`config.mk`:
```
export PLATFORM = sky130hd
export DESIGN_NAME = axis_cmd_gen_mm2s
export DESIGN_NICKNAME = d
export VERILOG_FILES = /design/src/rtl/axis_cmd_gen_mm2s.sv
export SDC_FILE = /design/constraint.sdc
export NUM_CORES = 1
export LEC_CHECK = 0
export BUFFER_PORTS_ARGS = -buffer_cell sky130_fd_sc_hd__buf_2
export CORE_UTILIZATION = 48
export CTS_BUF_LIST = sky130_fd_sc_hd__clkbuf_8
export DETAILED_ROUTE_END_ITERATION = 16
export PLACE_DENSITY = 0.75
export SLEW_MARGIN = 15
export SYNTH_ARGS = -nofsm -noshare
export SYNTH_HDL_FRONTEND = slang
export SYNTH_SLANG_ARGS = --single-unit
```
`constraint.sdc`:
```
create_clock -name clk -period 12.35 [get_ports clk]
set_clock_uncertainty 0.2 [all_clocks]
set_input_delay 1.235 -clock clk [delete_from_list [all_inputs] [get_ports clk]]
set_output_delay 1.235 -clock clk [all_outputs]
set_load 0.05 [all_outputs]
```
`src/rtl/axis_cmd_gen_mm2s.sv`:
```
// MM2S command generator: replays a DDR buffer through an AXI DataMover by
// issuing bursts of at most MAX_BURST_LEN bytes, one-shot or looped.
module axis_cmd_gen_mm2s #(
    parameter int BTT_WIDTH       = 23,
    parameter int MAX_BURST_LEN   = 4096,
    parameter int MAX_OUTSTANDING = 4
) (
    input  logic        clk,
    input  logic        resetn,
    output logic [71:0] m_axis_tdata,
    output logic        m_axis_tvalid,
    input  logic        m_axis_tready,
    input  logic [7:0]  s_axis_sts_tdata,
    input  logic        s_axis_sts_tvalid,
    output logic        s_axis_sts_tready,
    input  logic        read_start,
    input  logic        read_reset,
    input  logic        loop_en,
    input  logic [31:0] base_addr,
    input  logic [31:0] play_size,
    output logic        play_done,
    output logic        play_err,
    output logic [15:0] pass_cnt
);
    localparam int               OUT_W   = $clog2(MAX_OUTSTANDING + 1);
    localparam logic [31:0]      BURST   = 32'(MAX_BURST_LEN);
    localparam logic [OUT_W-1:0] OUT_MAX = OUT_W'(MAX_OUTSTANDING);

    typedef enum logic [1:0] {IDLE, ISSUE, DRAIN, DONE} state_t;

    state_t                     r_state;
    state_t                     w_state_next;
    logic [31:0]                r_base;
    logic [31:0]                r_size;
    logic [31:0]                r_addr;
    logic [31:0]                r_remaining;
    logic [OUT_W-1:0]           r_outstanding;
    logic [MAX_OUTSTANDING-1:0] r_eof_q;
    logic [71:0]                r_tdata;
    logic                       r_tvalid;
    logic                       r_sts_ready;
    logic                       r_play_done;
    logic                       r_play_err;
    logic [15:0]                r_pass_cnt;

    logic                       w_cmd_hs;
    logic                       w_sts_hs;
    logic                       w_sts_ok;
    logic                       w_err;
    logic                       w_final_hs;
    logic                       w_wrap;
    logic                       w_load;
    logic                       w_eof;
    logic [31:0]                w_src_addr;
    logic [31:0]                w_src_rem;
    logic [31:0]                w_len;
    logic [OUT_W-1:0]           w_out_next;
    logic [OUT_W-1:0]           w_push_idx;
    logic [71:0]                w_cmd;
    logic [MAX_OUTSTANDING-1:0] w_eof_q_next;
    logic                       w_unused_tag;

    assign w_unused_tag = ^s_axis_sts_tdata[3:0];

    // The loop wrap is folded into the chunk source so the first chunk of the
    // next pass can be loaded in the same cycle as the final-chunk handshake.
    always_comb begin
        w_cmd_hs     = r_tvalid & m_axis_tready;
        w_sts_hs     = r_sts_ready & s_axis_sts_tvalid & (r_outstanding != '0);
        w_sts_ok     = s_axis_sts_tdata[7] & ~|s_axis_sts_tdata[6:4];
        w_err        = w_sts_hs & ~w_sts_ok;
        w_final_hs   = w_cmd_hs & r_tdata[30];
        w_wrap       = (r_state == ISSUE) & w_final_hs & loop_en & ~w_err;
        w_out_next   = r_outstanding + OUT_W'(w_cmd_hs) - OUT_W'(w_sts_hs);
        w_src_addr   = w_wrap ? r_base : r_addr;
        w_src_rem    = w_wrap ? r_size : r_remaining;
        w_eof        = (w_src_rem <= BURST);
        w_len        = w_eof ? w_src_rem : BURST;
        w_load       = (r_state == ISSUE) & ~w_err & (~r_tvalid | w_cmd_hs) &
                       (w_src_rem != '0) & (w_out_next < OUT_MAX);

        w_cmd                  = '0;
        w_cmd[63:32]           = w_src_addr;
        w_cmd[30]              = w_eof;
        w_cmd[23]              = 1'b1;
        w_cmd[BTT_WIDTH-1:0]   = w_len[BTT_WIDTH-1:0];

        w_eof_q_next = r_eof_q;
        if (w_sts_hs)
            w_eof_q_next = r_eof_q >> 1;
        w_push_idx = r_outstanding - OUT_W'(w_sts_hs);
        if (w_cmd_hs) begin
            for (int i = 0; i < MAX_OUTSTANDING; i++) begin
                if (OUT_W'(i) == w_push_idx)
                    w_eof_q_next[i] = r_tdata[30];
            end
        end
    end

    always_comb begin
        w_state_next = r_state;
        case (r_state)
            IDLE:
                if (read_start & ~r_play_done & ~r_play_err)
                    w_state_next = (play_size == '0) ? DONE : ISSUE;
            ISSUE:
                if (w_err | (w_final_hs & ~loop_en))
                    w_state_next = DRAIN;
            DRAIN:
                if ((r_outstanding == '0) & ~r_tvalid)
                    w_state_next = DONE;
            DONE:
                w_state_next = DONE;
            default:
                w_state_next = IDLE;
        endcase
    end

    always_ff @(posedge clk or negedge resetn) begin
        if (!resetn)
            r_state <= IDLE;
        else if (read_reset)
            r_state <= IDLE;
        else
            r_state <= w_state_next;
    end

    always_ff @(posedge clk or negedge resetn) begin
        if (!resetn) begin
            r_base        <= '0;
            r_size        <= '0;
            r_addr        <= '0;
            r_remaining   <= '0;
            r_outstanding <= '0;
            r_eof_q       <= '0;
            r_tdata       <= '0;
            r_tvalid      <= 1'b0;
            r_sts_ready   <= 1'b0;
            r_play_done   <= 1'b0;
            r_play_err    <= 1'b0;
            r_pass_cnt    <= '0;
        end else if (read_reset) begin
            r_base        <= '0;
            r_size        <= '0;
            r_addr        <= '0;
            r_remaining   <= '0;
            r_outstanding <= '0;
            r_eof_q       <= '0;
            r_tdata       <= '0;
            r_tvalid      <= 1'b0;
            r_sts_ready   <= 1'b0;
            r_play_done   <= 1'b0;
            r_play_err    <= 1'b0;
            r_pass_cnt    <= '0;
        end else begin
            r_sts_ready   <= 1'b1;
            r_outstanding <= w_out_next;
            r_eof_q       <= w_eof_q_next;
            if (w_sts_hs & w_sts_ok & r_eof_q[0])
                r_pass_cnt <= r_pass_cnt + 16'd1;
            if (w_err)
                r_play_err <= 1'b1;
            if (r_state == DONE)
                r_play_done <= 1'b1;
            if ((r_state == IDLE) && (w_state_next != IDLE)) begin
                r_base      <= base_addr;
                r_size      <= play_size;
                r_addr      <= base_addr;
                r_remaining <= play_size;
            end
            if (w_wrap) begin
                r_addr      <= r_base;
                r_remaining <= r_size;
            end
            // addr/remaining always point at the next chunk still to be loaded.
            if (w_load) begin
                r_tdata     <= w_cmd;
                r_tvalid    <= 1'b1;
                r_addr      <= w_src_addr + w_len;
                r_remaining <= w_src_rem - w_len;
            end else if (w_cmd_hs) begin
                r_tvalid    <= 1'b0;
            end
        end
    end

    assign m_axis_tdata      = r_tdata;
    assign m_axis_tvalid     = r_tvalid;
    assign s_axis_sts_tready = r_sts_ready;
    assign play_done         = r_play_done;
    assign play_err          = r_play_err;
    assign pass_cnt          = r_pass_cnt;

endmodule

```
==> metrics.md <==
| Metric | Value |
|---|---|
| Startpoint types | input port |
| Switching share of power | 0.4230 |
| Final Power | between 3 and 4 mW |
| Post-CTS setup-driven buffer insertion count | 0 |
| Most frequent cells in the layout | nand2_1 (284), dfrtp_1 (214), buf_2 (149) |
| Dpl cells | 1845 |
| Quantity of gates resized following cts | 0 |
| Routed length per instance | 18.68 um |
| # DRC | 0 |
| Post-Syn Instances | between 1000 and 1500 |
| Non-Filler Instances | about 1900 |
| Total track usage | 0.2674 |
| Worst EP arrival | 7.66 ns |
| Via count | approximately 11000 |
| Core Area | about 25000 sq um |
| Yosys warnings | 0 |
| Commonest non-fill, non-tap cell in the layout | nand2_1 |
| Worst VDD drop | roughly 98 uV |
| TritonCTS clock tree | yes |
| Final worst slack | between 4 and 5 ns |
| Combinational Power Share | 0.446 |
| Hold Path Class | flip-flop to flip-flop |
| Gr busiest metal | met2 |
| Worst R2R Setup Slack | about 5.2 ns |
| #FFs+latches synth | around 210 |
| Die height | ~160 um |
| P_leak | about 7 nW |
| Final setup fails | 0 |
| Final setup TNS | 0 ns |
| Power Dens Cells | 210.6 nW/um^2 |
| Reg power frac | 0.321 |
| Htree depth | 2 |
| Setup slack at placement | ~4.6 ns |
| Period Utilization, post-route | 0.6017 |
| Hold WS | about 0.27 ns |
| Status | finished clean |
| Met3 Track Usage GR | 0.05379 |
| CTS clock-pin slew for the worst setup and hold paths | 0.06 ns |
| Final wirelength | approximately 36 mm |
| Slew @ Worst Pin | approximately 1.1 ns |
| Layout fillers | 2314 |
| P_sw | between 1 and 1.5 mW |
| Number of global-route vias before repair | about 11000 |
| Hold-fix buffers, CTS | 0 |
| Yosys cell types | 75 |
| Endpoint class of the critical path | flip-flop |
| Initial antenna violation count | 4 |
| Worst-path maximum fanout | 67 |
| Ys async rst share | 1.000 |
| Final HPWL DP | about 23 mm |
| Largest net degree at the start of global routing | between 80 and 90 |
| Drt first pass iters | 5 |
| Met2 Use GR | 0.4251 |
| Final Slew Violations | 0 |
| Initial core utilization | 0.4938 |
| Post-route cell area | roughly 14000 sq um |
| CTS buffer count | 38 |
| Min cycle time layout | 7.431 ns |
| Fmax | ~0.13 GHz |
| Placed standard-cell area | 13580 sq um |
| Crit Path Category | input port to flip-flop |
| Unrepaired setup endpoints after global routing | false |
| Total Nets Final | between 1500 and 2000 |
| Max_cap viols | 0 |
| DIE AREA | about 27000 sq um |
| DRT antenna net count | 0 |
| Gpl congestion | between 0.9 and 1 |
| Vias/cell | 5.975 |
| Clk sink count | between 200 and 250 |
| Post-synth EDFFs | 0 |
| # port buffers | about 150 |
| CTS max path bufs | 3 |
| Prevailing post-synth register cell | dfrtp_1 |
| Area growth from synthesis to layout | 14.42% |
| Root Driver | clkbuf_8 |
| Total gr overflow | 0 |
| Row count | between 50 and 60 |
| Final Hold Fails | 0 |
| I/O pins | 171 |
| Share of cells above drive strength 1 | 0.1613 |
| Syn Area/Cell | around 9 sq um |
| Slew HR | 0.2437 |
| Clk_lat worst skew | about 0.54 ns |
| P_int | between 1.5 and 2 mW |
| GRT met1 Usage | 0.3623 |
| Sequential cell area fraction in the yosys report | 0.4258 |
| Die W | between 150 and 200 um |
| Clock share of power | 0.233 |
| Mapped Area | ~13000 sq um |
| Critical Path RT | approximately 13 ns |
| First-pass GRT wire length | approximately 57 mm |
| Post-Route Utilization | 0.5649 |
| Drt first-iter violations | around 1000 |
-- state kept, by name, summed over array words and instances (netlist names) --
register / flops
m_axis_tdata: 57
m_axis_tvalid: 1
pass_cnt: 16
play_done: 1
play_err: 1
r_addr: 32
r_base: 32
r_eof_q: 4
r_outstanding: 3
r_remaining: 32
r_size: 32
r_state: 2
s_axis_sts_tready: 1
-- synth_stat cells, drive strengths merged, types with 3 or more instances --
| master | count | area, sq um |
|---|---|---|
| mux2i | 25 | 250.2 |
| a22o | 80 | 700.7 |
| o221ai | 7 | 61.31 |
| mux2 | 5 | 60.05 |
| a211o | 4 | 35.03 |
| or2 | 3 | 18.77 |
| xnor2 | 28 | 245.2 |
| nand3 | 19 | 95.09 |
| a21o | 16 | 120.1 |
| ha | 37 | 462.9 |
| or3 | 11 | 68.82 |
| nor3b | 5 | 37.54 |
| or4 | 3 | 22.52 |
| a2111oi | 3 | 45.05 |
| and2 | 4 | 25.02 |
| inv | 25 | 93.84 |
| nand2 | 284 | 1066 |
| o21bai | 4 | 30.03 |
| a21boi | 8 | 60.06 |
| a221oi | 17 | 148.9 |
| a22oi | 13 | 97.59 |
| o311ai | 5 | 61.31 |
| nor4 | 29 | 196.4 |
| dfrtp | 214 | 5355 |
| a221o | 17 | 170.2 |
| clkbuf | 55 | 206.5 |
| a31oi | 8 | 50.05 |
| nor2b | 5 | 31.28 |
| nand2b | 11 | 68.82 |
| nor2 | 88 | 332.8 |
| o21ai | 46 | 234.0 |
| nand3b | 4 | 30.03 |
| and3 | 20 | 125.1 |
| xor2 | 37 | 324.1 |
| buf | 49 | 276.5 |
| o22ai | 3 | 18.77 |
| a222oi | 6 | 60.06 |
| o21a | 5 | 37.54 |
| nor3 | 25 | 125.1 |
| a211oi | 13 | 102.6 |
| nand4 | 5 | 31.28 |
| a21oi | 136 | 680.7 |
| o31ai | 9 | 67.56 |
-- critical path, stage by stage --
cell	delay, ns
buf_2	0.10
or4b_4	0.58
a211oi_4	0.24
buf_4	0.63
mux2i_1	0.33
nor4_4	0.55
o21ai_1	0.40
buf_4	0.32
a21oi_1	0.23
ha_1	0.28
inv_1	0.07
fa_1	0.39
nand2b_1	0.20
a21oi_1	0.25
o31ai_1	0.16
o21ai_0	0.44
o221a_2	0.36
a21oi_1	0.10
o31ai_1	0.29
xor2_1	0.11
a221o_1	0.32
-- routing by layer --
layer / vias up / share of wire
met3: 70 / 0.087
li1: 5351 / -
met4: 4 / 0.026
met1: 5531 / 0.43
met2: 475 / 0.45
met5: - / 0.00062
-- power by group through the flow --
stage	Combinational, mW	Sequential [mW]	Clock (mW)
finish	1.35	0.973	0.707
global route	1.49	0.991	0.748
CTS	1.33	0.969	0.721
detailed placement	1.32	0.978	0
global placement	1.29	0.973	0
floorplan	0.961	1.03	0
-- area by class of cell --
type	count	area (sq um)	area share
antenna	2	5.005	0.0003478
clock inverter	16	118.9	0.008260
timing repair buffer	171	918.4	0.06382
sequential	214	5355	0.3721
clock buffer	50	688.2	0.04782
multi-input combinational	1104	6794	0.4721
tap	330	412.9	0.02869
inverter	26	97.59	0.006782
-- worst paths after layout --
| kind | from | end | depth (start not counted) |
|---|---|---|---|
| max | s_axis_sts_tdata[5] | r_addr[30] | 21 |
| min reg2reg | r_addr[9] | r_addr[9] | 2 |
| max reg2reg | r_outstanding[0] | r_addr[30] | 21 |
| max in group asynchronous | resetn | r_remaining[12] | 3 |
| min | r_addr[9] | r_addr[9] | 2 |
| min in group asynchronous | resetn | m_axis_tdata[56] | 1 |
-- logic make-up (layout without fill, tap and decap cells) --
kind of cell / after synthesis / count (layout) / synth area share
AO/OA/AOI/OAI: 412 / 412 / 0.2309
XOR/XNOR: 65 / 65 / 0.04526
adder cells (fa/ha/maj): 39 / 39 / 0.03999
buffers and inverters: 130 / 263 / 0.04616
flip-flops: 214 / 214 / 0.4258
multiplexers: 30 / 30 / 0.02467
other: 1 / 36 / 0.0002982
AND/OR/NAND/NOR: 524 / 524 / 0.1869
(Power assumes the default switching activity.)
